File: config.mk
export PLATFORM = sky130hd
export DESIGN_NAME = seq_mul_flat
export DESIGN_NICKNAME = d
export VERILOG_FILES = /design/src/rtl/seq_mul_if.sv /design/src/rtl/seq_mul.sv /design/src/flat_wrapper.sv
export SDC_FILE = /design/constraint.sdc
export NUM_CORES = 1
export LEC_CHECK = 0
export ABC_CLOCK_PERIOD_IN_PS = 3500
export CORE_UTILIZATION = 50
export CTS_CLUSTER_SIZE = 14
export DETAILED_ROUTE_END_ITERATION = 6
export PLACE_DENSITY = 0.83
export SYNTH_ARGS = -nofsm -noshare
export SYNTH_HDL_FRONTEND = slang
export SYNTH_SLANG_ARGS = --single-unit
File: constraint.sdc
create_clock -name clk -period 3.5 [get_ports clk]
set_clock_uncertainty 0.1 [all_clocks]
set_input_delay 0.35 -clock clk [delete_from_list [all_inputs] [get_ports clk]]
set_output_delay 0.35 -clock clk [all_outputs]
set_load 0.03 [all_outputs]
File: src/rtl/seq_mul_if.sv
// Handshake and operand/result bundle between a multiply controller and seq_mul.
interface seq_mul_if #(
    parameter int WIDTH = 16
);
    logic                   start;
    logic [WIDTH-1:0]       multiplicand;
    logic [WIDTH-1:0]       multiplier;
    logic [2*WIDTH-1:0]     product;
    logic                   busy;
    logic                   done;

    modport master (
        output start, multiplicand, multiplier,
        input  product, busy, done
    );

    modport slave (
        input  start, multiplicand, multiplier,
        output product, busy, done
    );
endinterface

File: src/rtl/seq_mul.sv
// Sequential shift-and-add multiplier (radix-2 Booth when SEQ_MUL_SIGNED_EN is defined).
// Latency: done and product arrive in the cycle after edge E+WIDTH, where E is the accepting edge.
// Backpressure: none; start is only honoured in IDLE, so one operation is in flight at a time.
module seq_mul #(
    parameter int WIDTH = 16
) (
    input logic     clk,
    input logic     rst_n,
    seq_mul_if.slave bus
);
    localparam int CW = $clog2(WIDTH) + 1;
    localparam int AW = 2 * WIDTH + 1;

    typedef enum logic [1:0] {
        IDLE = 2'd0,
        RUN  = 2'd1,
        DONE = 2'd2
    } state_t;

    state_t               state;
    state_t               state_nxt;
    logic [AW-1:0]        acc;
    logic [AW-1:0]        acc_step;
    logic [WIDTH:0]       upper_sum;
    logic [WIDTH-1:0]     mcand;
    logic [CW-1:0]        cnt;
    logic [2*WIDTH-1:0]   product_q;
    logic                 last_step;
    logic                 busy;
    logic                 done;

    assign last_step   = (cnt == CW'(WIDTH - 1));
    assign bus.product = product_q;
    assign bus.busy    = busy;
    assign bus.done    = done;

    always_ff @(posedge clk or negedge rst_n) begin
        if (!rst_n) begin
            state <= IDLE;
        end else begin
            state <= state_nxt;
        end
    end

    always_comb begin
        state_nxt = state;
        busy      = 1'b0;
        done      = 1'b0;
        case (state)
            IDLE: begin
                if (bus.start) begin
                    state_nxt = RUN;
                end
            end
            RUN: begin
                busy = 1'b1;
                if (last_step) begin
                    state_nxt = DONE;
                end
            end
            DONE: begin
                done      = 1'b1;
                state_nxt = IDLE;
            end
            default: state_nxt = IDLE;
        endcase
    end

`ifdef SEQ_MUL_SIGNED_EN
    // Guard holds the multiplier bit shifted out last step; {lsb, guard} selects the Booth action.
    logic           guard;
    logic [WIDTH:0] mcand_ext;

    assign mcand_ext = {mcand[WIDTH-1], mcand};

    always_comb begin
        upper_sum = acc[AW-1:WIDTH];
        case ({acc[0], guard})
            2'b10:   upper_sum = acc[AW-1:WIDTH] - mcand_ext;
            2'b01:   upper_sum = acc[AW-1:WIDTH] + mcand_ext;
            default: upper_sum = acc[AW-1:WIDTH];
        endcase
        acc_step = {upper_sum[WIDTH], upper_sum, acc[WIDTH-1:1]};
    end

    always_ff @(posedge clk or negedge rst_n) begin
        if (!rst_n) begin
            guard <= 1'b0;
        end else if (state == IDLE && bus.start) begin
            guard <= 1'b0;
        end else if (state == RUN) begin
            guard <= acc[0];
        end
    end
`else
    // Upper WIDTH+1 bits leave room for the carry out of each partial-product add.
    always_comb begin
        upper_sum = acc[AW-1:WIDTH];
        if (acc[0]) begin
            upper_sum = acc[AW-1:WIDTH] + {1'b0, mcand};
        end
        acc_step = {1'b0, upper_sum, acc[WIDTH-1:1]};
    end
`endif

    always_ff @(posedge clk or negedge rst_n) begin
        if (!rst_n) begin
            acc       <= '0;
            mcand     <= '0;
            cnt       <= '0;
            product_q <= '0;
        end else begin
            case (state)
                IDLE: begin
                    if (bus.start) begin
                        mcand <= bus.multiplicand;
                        acc   <= {{(WIDTH + 1){1'b0}}, bus.multiplier};
                        cnt   <= '0;
                    end
                end
                RUN: begin
                    acc <= acc_step;
                    cnt <= cnt + 1'b1;
                    if (last_step) begin
                        product_q <= acc_step[2*WIDTH-1:0];
                    end
                end
                default: ;
            endcase
        end
    end
endmodule

File: src/flat_wrapper.sv
// flat-port wrapper written by rule: the top's interface ports become plain ports
module seq_mul_flat 
#(
    parameter int WIDTH = 16
)
  (clk, rst_n, bus_start, bus_multiplicand, bus_multiplier, bus_product, bus_busy, bus_done);
  seq_mul_if #(.WIDTH(WIDTH)) bus_i ();
  input logic clk;
  input logic rst_n;
  input wire logic [$bits(bus_i.start)-1:0] bus_start;
  input wire logic [$bits(bus_i.multiplicand)-1:0] bus_multiplicand;
  input wire logic [$bits(bus_i.multiplier)-1:0] bus_multiplier;
  output wire logic [$bits(bus_i.product)-1:0] bus_product;
  output wire logic [$bits(bus_i.busy)-1:0] bus_busy;
  output wire logic [$bits(bus_i.done)-1:0] bus_done;
  assign bus_i.start = bus_start;
  assign bus_i.multiplicand = bus_multiplicand;
  assign bus_i.multiplier = bus_multiplier;
  assign bus_product = bus_i.product;
  assign bus_busy = bus_i.busy;
  assign bus_done = bus_i.done;
  seq_mul #(.WIDTH(WIDTH)) u_core (.clk(clk), .rst_n(rst_n), .bus(bus_i));
endmodule
Word-level counts from Yosys, hierarchy flattened
Index checks and enable logic that the tools add are counted.
Operators by class
  $add $sub $neg: 2
  equality and inequality tests: 5
  mux-type cells: 10
  reduce and logical (&&, ||, !) cells: 6
Operators by type and width (number)
  $pmux 33 s2: 1
  $mux 33: 1
  $add 17x16->17: 1
  $mux 17: 1
  $pmux 5 s2: 1
  $reduce_and 2->1: 4
  $add 5x1->5 const B: 1
  $eq 5x4->1 const B: 1
  $mux 5: 1
  $mux 2: 2
  $pmux 2 s2: 1
  $eq 2x1->1 const B: 1
  $eq 2x2->1 const B: 1
  $logic_not 2->1: 1
  $mux 1: 2
  $ne 2x1->1 const B: 1
  $ne 2x2->1 const B: 1
  $reduce_bool 2->1: 1
Storage, ports and cells
  flip-flop bits (word level): 88

Logic depth before layout (Yosys ltp)
Gate-level depths: netlist of the first run.
  word-level depth: 3
  depth in mapped cells: 8
  mapped depth without buffers: 8

Least setup slack after synthesis of the first run
Ideal clock, no wire load.
  kind: register to register
  start point: register u_core.acc[16]
  end point: register u_core.acc[27]
  data arrival time: 2.076 ns
  data required time: 3.273 ns
  slack: 1.197 ns
  cell stages (with the launch flop): 9
  clock period less this slack: 2.303 ns
  cell sequence: dfrtp_1 -> ha_1 -> fa_1 -> a21o_2 -> a31o_1 -> a21bo_2 -> o22a_4 -> xnor2_2 -> o21ai_1
Between the ends
  cells in the longest elaborated chain, start to end: 3
Ends and longest elaborated chain
  start: declaration: RTL line seq_mul.sv:22  | logic [AW-1:0] acc;
  start signal: assignment: RTL line seq_mul.sv:117  | acc <= {{(WIDTH + 1){1'b0}}, bus.multiplier};
  start signal: assignment: RTL line seq_mul.sv:122  | acc <= acc_step;
  $add 17x16->17: RTL line seq_mul.sv:100  | upper_sum = acc[AW-1:WIDTH] + {1'b0, mcand};
  $mux 17: RTL line seq_mul.sv:99  | if (acc[0]) begin
  $pmux 33 s2: RTL line seq_mul.sv:113  | case (state)
No other way between the ends.
A chain may end at the register's enable or synchronous reset.

Worst setup path in the final report of the first run
  start point: register u_core.state[1]
  end point: output port bus_busy
Between the ends
  cells in the longest elaborated chain, start to end: 2
Ends and longest elaborated chain
  start: declaration: RTL line seq_mul.sv:20  | state_t state;
  start signal: assignment: RTL line seq_mul.sv:41  | state <= state_nxt;
  $eq 2x1->1: RTL line seq_mul.sv:49  | case (state)
  $mux 1: RTL line seq_mul.sv:49
  end: declaration: RTL line flat_wrapper.sv:14  | output wire logic [$bits(bus_i.busy)-1:0] bus_busy;
No other way between the ends.

==> results of run 1 <==
## power breakdown
part           internal, µW  switching [µW]
Clock                   262             374
Sequential             1500             361
Combinational          1390            1800
Total                  3150            2530
## cells by family after synthesis
logic type      Yosys count  share of synthesized area, %
flops                    87                         49.66
xor+xnor                 14                         3.140
simple gates            116                         12.02
fa+ha+maj                19                         5.594
compound gates          150                         21.49
buf+inv                  27                         2.397
mux                      23                         5.708
## cell usage in the layout, fill, tap and decap left out, types with 5 or more instances in the layout
| cell | count |
|---|---|
| dfrtp_1 | 87 |
| nand2_1 | 78 |
| clkdlybuf4s50_1 | 67 |
| o21ai_0 | 56 |
| a21oi_1 | 38 |
| a22oi_1 | 20 |
| ha_1 | 18 |
| nor2b_1 | 16 |
| mux2_2 | 16 |
| xnor2_1 | 9 |
| clkbuf_8 | 9 |
| buf_4 | 9 |
| mux2i_1 | 7 |
| nor2_1 | 6 |
| nor3b_1 | 6 |
| inv_1 | 5 |
## state kept, by name (all words and copies together) (netlist names)
signal,count
u_core.state,2
u_core.cnt,5
u_core.mcand,16
u_core.acc,32
u_core.bus.product,32
## metal layers
metal	routed length, µm	track usage (%)	part of all wire [%]
met1	4606	32.75	47
met2	4719	37.68	48
met3	363	3.668	3.7
met4	211	9.826	2.1
met5	0	0	0
## cell usage after synthesis (7+ instances only)
| library cell | instances | share of area [%] |
|---|---|---|
| a22oi_1 | 20 | 3.4 |
| o21ai_0 | 56 | 6.4 |
| xnor2_1 | 9 | 1.8 |
| dfrtp_1 | 87 | 50 |
| nand2_1 | 78 | 6.7 |
| ha_1 | 18 | 5.1 |
| clkbuf_1 | 15 | 1.3 |
| a21oi_1 | 38 | 4.3 |
| mux2i_1 | 7 | 1.6 |
| nor2b_1 | 16 | 2.3 |
| mux2_2 | 16 | 4.1 |
## final timing paths
path                                            start                      to  slack [ps]  depth (start not counted)
worst max-delay path                  u_core.state[1]                bus_busy         860                          3
worst max register to register        u_core.state[1]  u_core.bus.product[24]        1010                          6
worst min-delay path                            rst_n        u_core.mcand[11]          70                          1
min in group clk                u_core.bus.product[3]   u_core.bus.product[3]         380                          2
worst min register to register  u_core.bus.product[3]   u_core.bus.product[3]         380                          2
max in group asynchronous                       rst_n        u_core.mcand[10]        2500                          1
## worst reg2reg max path: cells and delay by family, from the launching register on
| kind | cells | cell delay, ps |
|---|---|---|
| buffers and inverters | 2 | 740 |
| DFF | 1 | 350 |
| AOI/OAI and AO/OA | 1 | 170 |
| and+or+nand+nor | 3 | 1010 |
## layout make-up
cell class              instances  area, µm²  share of cell area [%]
clock inverters                 6      46.29                  0.8661
clock buffers                  10      127.6                   2.388
repair buffers                 76      738.2                   13.81
inverters                       6      22.52                  0.4213
multi-input cells             322       2102                   39.33
well taps                     105      131.4                   2.458
flip-flops and latches         87       2177                   40.73
## stage by stage
| step | power [µW] | hold WS [ps] | instance area (µm²) | worst slack [ps] | utilization [%] |
|---|---|---|---|---|---|
| 3_5_place_dp | 5056 | 365.9 | 5171 | 988.9 | 62.00 |
| 4_1_cts | 5715 | 132.6 | 5345 | 846.3 | 64.09 |
| 6_report | 5680 | 66.87 | 5345 | 858.1 | 64.09 |
| 5_1_grt | 6130 | 188.4 | 5345 | 708.0 | 64.09 |
| 3_3_place_gp | 4935 | 360.2 | 5171 | 1092 | 62.00 |
| 2_1_floorplan | 4063 | -45.59 | 4384 | 1197 | - |
==> results.py, run 1 <==
metrics = {
    "yosys": {
        "netlist_instances": 436,
        "synthFlopType": "dfrtp_1",
        "ys_ff_latch": 87,
        "ys_async_sr_fraction_pct": 100.0,
        "avgSynthCellArea_um2": 10.06,
        "synth.distinct_cells": 54,
        "syn_nets": 490,
        "ys_seq_area_share_pct": 49.66,
        "yosys_warnings": 0,
        "synthesis.area_mm2": 0.004384,
        "synth_edf_count": 0,
    },
    "sta": {
        "period_minus_slack_ps": 2642,
        "max_clock_freq_mhz": 378.5,
        "drv_slew": 0,
        "maxSlewHeadroom_pct": 26.47,
        "tightest_slew_ps": 1103,
        "post-route-period-util_pct": 75.48,
        "rsz0062_at_grt": "no",
        "tns_ps": 0,
        "hold_violations": 0,
        "finalSetupViolations": 0,
    },
    "pwr": {
        "power-per-cell-area_mw_per_mm2": 1063,
        "ir_drop_mv": 0.4305,
        "p_leak_uw": 0.002331,
    },
    "cts": {
        "cts_resized": 0,
        "cts_tree": "yes",
        "cts-root-buf": "clkbuf_8",
        "clock-sinks": 87,
        "clk_pin_slew_ps": 90,
        "cts_made_buffers": 9,
        "cts-htree-levels": 3,
        "clock_latency_ps": 350,
        "cts.hold.buffers_added": 0,
        "clk_path_buf_depth": 2,
        "post-cts-setup-buffer-count": 0,
    },
    "critical_path": {
        "cp_slowest_cell": "clkdlybuf4s50_1",
        "startpoint_type": "register",
        "cp_cell_sequence": "nand2b_1, inv_1, clkdlybuf4s50_1",
        "arrival_ps": 2190,
        "worst_path_largest_cell_delay_ps": 760,
        "cp_max_fo": 13,
        "cp_top_family": "buffers and inverters",
        "cp-end-kind": "output pin",
        "critPathBufInv": 2,
        "critPathRequiredTime_ps": 3050,
        "path_class": "reg -> out",
    },
    "floorplan": {
        "die_w_um": 95.64,
        "die_h_um": 95.64,
        "fp.dieArea_mm2": 0.009147,
        "initial_core_util_pct": 52.57,
        "rows": 33,
        "core_area_mm2": 0.008341,
        "io_pins": 69,
    },
    "run_status": {
        "run_status": "finished clean",
    },
    "placement": {
        "placedCellCount": 596,
        "gp_congestion": 0.8870,
        "hpwl_um": 6912,
        "portBuffers": 68,
    },
    "routing": {
        "post-route-drc-count": 0,
        "drtIter0Drc": 252,
        "drt_first_pass_iters": 5,
        "drt-total-wl_um": 9900,
        "final_antenna_net_count": 0,
        "vias": 3475,
        "drt-wirelength-per-cell_um": 16.18,
        "viasPerCell": 5.678,
    },
    "final_layout": {
        "antenna_cells": 0,
        "final_nets": 556,
        "area_growth_pct": 21.92,
        "fin_cells": 612,
        "fillers": 697,
        "drive_above_1_share_pct": 10.26,
    },
    "global_routing": {
        "grt_max_degree": 88,
        "antenna_found_initial": 0,
        "grt_pass1_vias": 3382,
        "track_usage_pct": 23.84,
        "grt_pass1_wl_um": 16460,
        "grt_overflow": 0,
    },
    "flow_run": {
        "maxCapViolations": 0,
    },
    "worst_hold_path": {
        "hold_path.class": "in -> async",
    },
}
Power figures use the tool's default switching activity.
==> run 2: changes to the inputs <==
- ABC_CLOCK_PERIOD_IN_PS: 3500 -> 2400
- CORE_UTILIZATION: 50 -> 49
- PLACE_DENSITY: 0.83 -> 0.85
- clock period: 3.5 -> 2.4 ns (I/O delays scaled with it)
==> results.py, run 2 (same netlist as run 1, synthesis figures left out) <==
metrics = {
    "floorplan": {
        "die_w_um": 96.59,
        "io_pins": 69,
        "core_area_mm2": 0.008678,
        "fp.dieArea_mm2": 0.009330,
        "die_h_um": 96.59,
        "rows": 34,
        "initial_core_util_pct": 50.52,
    },
    "cts": {
        "cts_made_buffers": 9,
        "clock-sinks": 87,
        "clk_pin_slew_ps": 100,
        "clock_latency_ps": 380,
        "cts_tree": "yes",
        "cts-htree-levels": 3,
        "cts-root-buf": "clkbuf_8",
        "clk_path_buf_depth": 2,
    },
    "placement": {
        "dpl-instance-area_mm2": 0.005238,
        "portBuffers": 68,
        "dp_slack_ps": -11.57,
        "gp_congestion": 0.8715,
        "hpwl_um": 7236,
    },
    "global_routing": {
        "busiest_layer": "met2",
        "grt_pass1_wl_um": 16830,
        "grt_max_degree": 55,
        "grtUsageMet3_pct": 5.947,
        "met1_usage_pct": 31.52,
        "track_usage_pct": 24.22,
        "grt_overflow": 0,
        "antenna_found_initial": 0,
        "use_met2_pct": 37.79,
        "grt_pass1_vias": 3518,
    },
    "routing": {
        "drt-total-wl_um": 10640,
        "final_antenna_net_count": 0,
        "post-route-drc-count": 0,
        "drt-wirelength-per-cell_um": 17.02,
        "drtIter0Drc": 249,
        "viasPerCell": 5.840,
        "drt_first_pass_iters": 5,
        "vias": 3650,
    },
    "sta": {
        "period_minus_slack_ps": 2342,
        "post-route-period-util_pct": 97.59,
        "finalSetupViolations": 0,
        "rsz0062_at_grt": "yes",
        "tightest_slew_ps": 666.6,
        "drv_slew": 0,
        "hold_violations": 0,
        "layout_setup_ws_ps": 57.73,
        "maxSlewHeadroom_pct": 55.39,
        "max_clock_freq_mhz": 426.9,
    },
    "final_layout": {
        "final_nets": 566,
        "mostFrequentLayoutCell": "dfrtp_1",
        "final_cell_mix": "dfrtp_1 (87), nand2_1 (78), clkdlybuf4s50_1 (66)",
        "antenna_cells": 0,
        "fillers": 698,
        "area_growth_pct": 24.89,
        "final_area_mm2": 0.005475,
        "drive_above_1_share_pct": 12.57,
    },
    "critical_path": {
        "critPathRequiredTime_ps": 2590,
        "path_class": "reg -> reg",
        "rr_startpoint": "u_core.acc[16]",
        "startpoint_type": "register",
        "cp_max_fo": 3,
        "r2r_slack_ps": 60,
        "r2r_end": "u_core.acc[27]",
        "arrival_ps": 2530,
        "r2r_cells": 8,
        "cp-end-kind": "register",
    },
    "flow_run": {
        "maxCapViolations": 0,
    },
    "worst_hold_path": {
        "hold_path.class": "in -> async",
    },
    "pwr": {
        "p_leak_uw": 0.002401,
        "ir_drop_mv": 0.7257,
        "power-per-cell-area_mw_per_mm2": 1573,
    },
    "run_status": {
        "run_status": "finished clean",
    },
}
run 2: repair_timing:
action	CTS	global route
setup endpoints to repair	6	9
hold buffers	1	0
hold endpoints to repair	33	0
setup buffers	0	2
pin swaps	0	4
resized for setup	2	1
run 2: worst max-delay path, stage by stage (launching register included):
cell,delay (ps)
dfrtp_1,410
ha_2,200
fa_2,380
a21o_2,210
a31o_1,200
a21bo_4,240
o22a_4,240
xnor2_2,130
o21ai_1,150
run 2: per-layer routing:
metal | routed length, µm | share of wire [%]
met1 | 4675 | 44
met2 | 5196 | 49
met3 | 556 | 5.2
met4 | 211 | 2.0
met5 | 0 | 0
run 2: report_power, final:
| part | internal (µW) | switching (µW) |
|---|---|---|
| clock | 494 | 580 |
| sequential | 2190 | 533 |
| combinational | 2110 | 2710 |
run 2: final cells by class:
cell class,count,area [µm²],area share [%]
Inverter,6,22.52,0.4113
Multi-Input combinational cell,322,2113,38.60
Clock buffer,9,123.9,2.262
Clock inverter,7,77.57,1.417
Sequential cell,87,2177,39.76
Tap cell,108,135.1,2.468
Timing Repair Buffer,86,825.8,15.08
run 2: through the flow:
stage / TNS [ps] / std cells / utilization, % / hold slack [ps] / total power, µW
final: 0 / 625 / 63.09 / 235.4 / 8613
after CTS: 0 / 623 / 62.89 / 247.6 / 8568
after global placement: 0 / 606 / 60.35 / 110.4 / 7235
after floorplan: 0 / 436 / - / -155.6 / 5926
after detailed placement: -28.10 / 606 / 60.35 / 116.4 / 7427
after global routing: -52.64 / 625 / 63.09 / 280.6 / 9210
run 2: worst max path at each step:
stage                                         to  cells past startpoint            start  slack [ps]
after detailed placement  u_core.bus.product[31]                      8   u_core.acc[16]         -10
after global placement            u_core.acc[27]                      8   u_core.acc[16]          30
after global routing      u_core.bus.product[24]                      7   u_core.acc[17]         -40
final                             u_core.acc[27]                      8   u_core.acc[16]          60
after CTS                 u_core.bus.product[31]                      8  u_core.mcand[0]           2
after floorplan                   u_core.acc[27]                      8   u_core.acc[16]         100
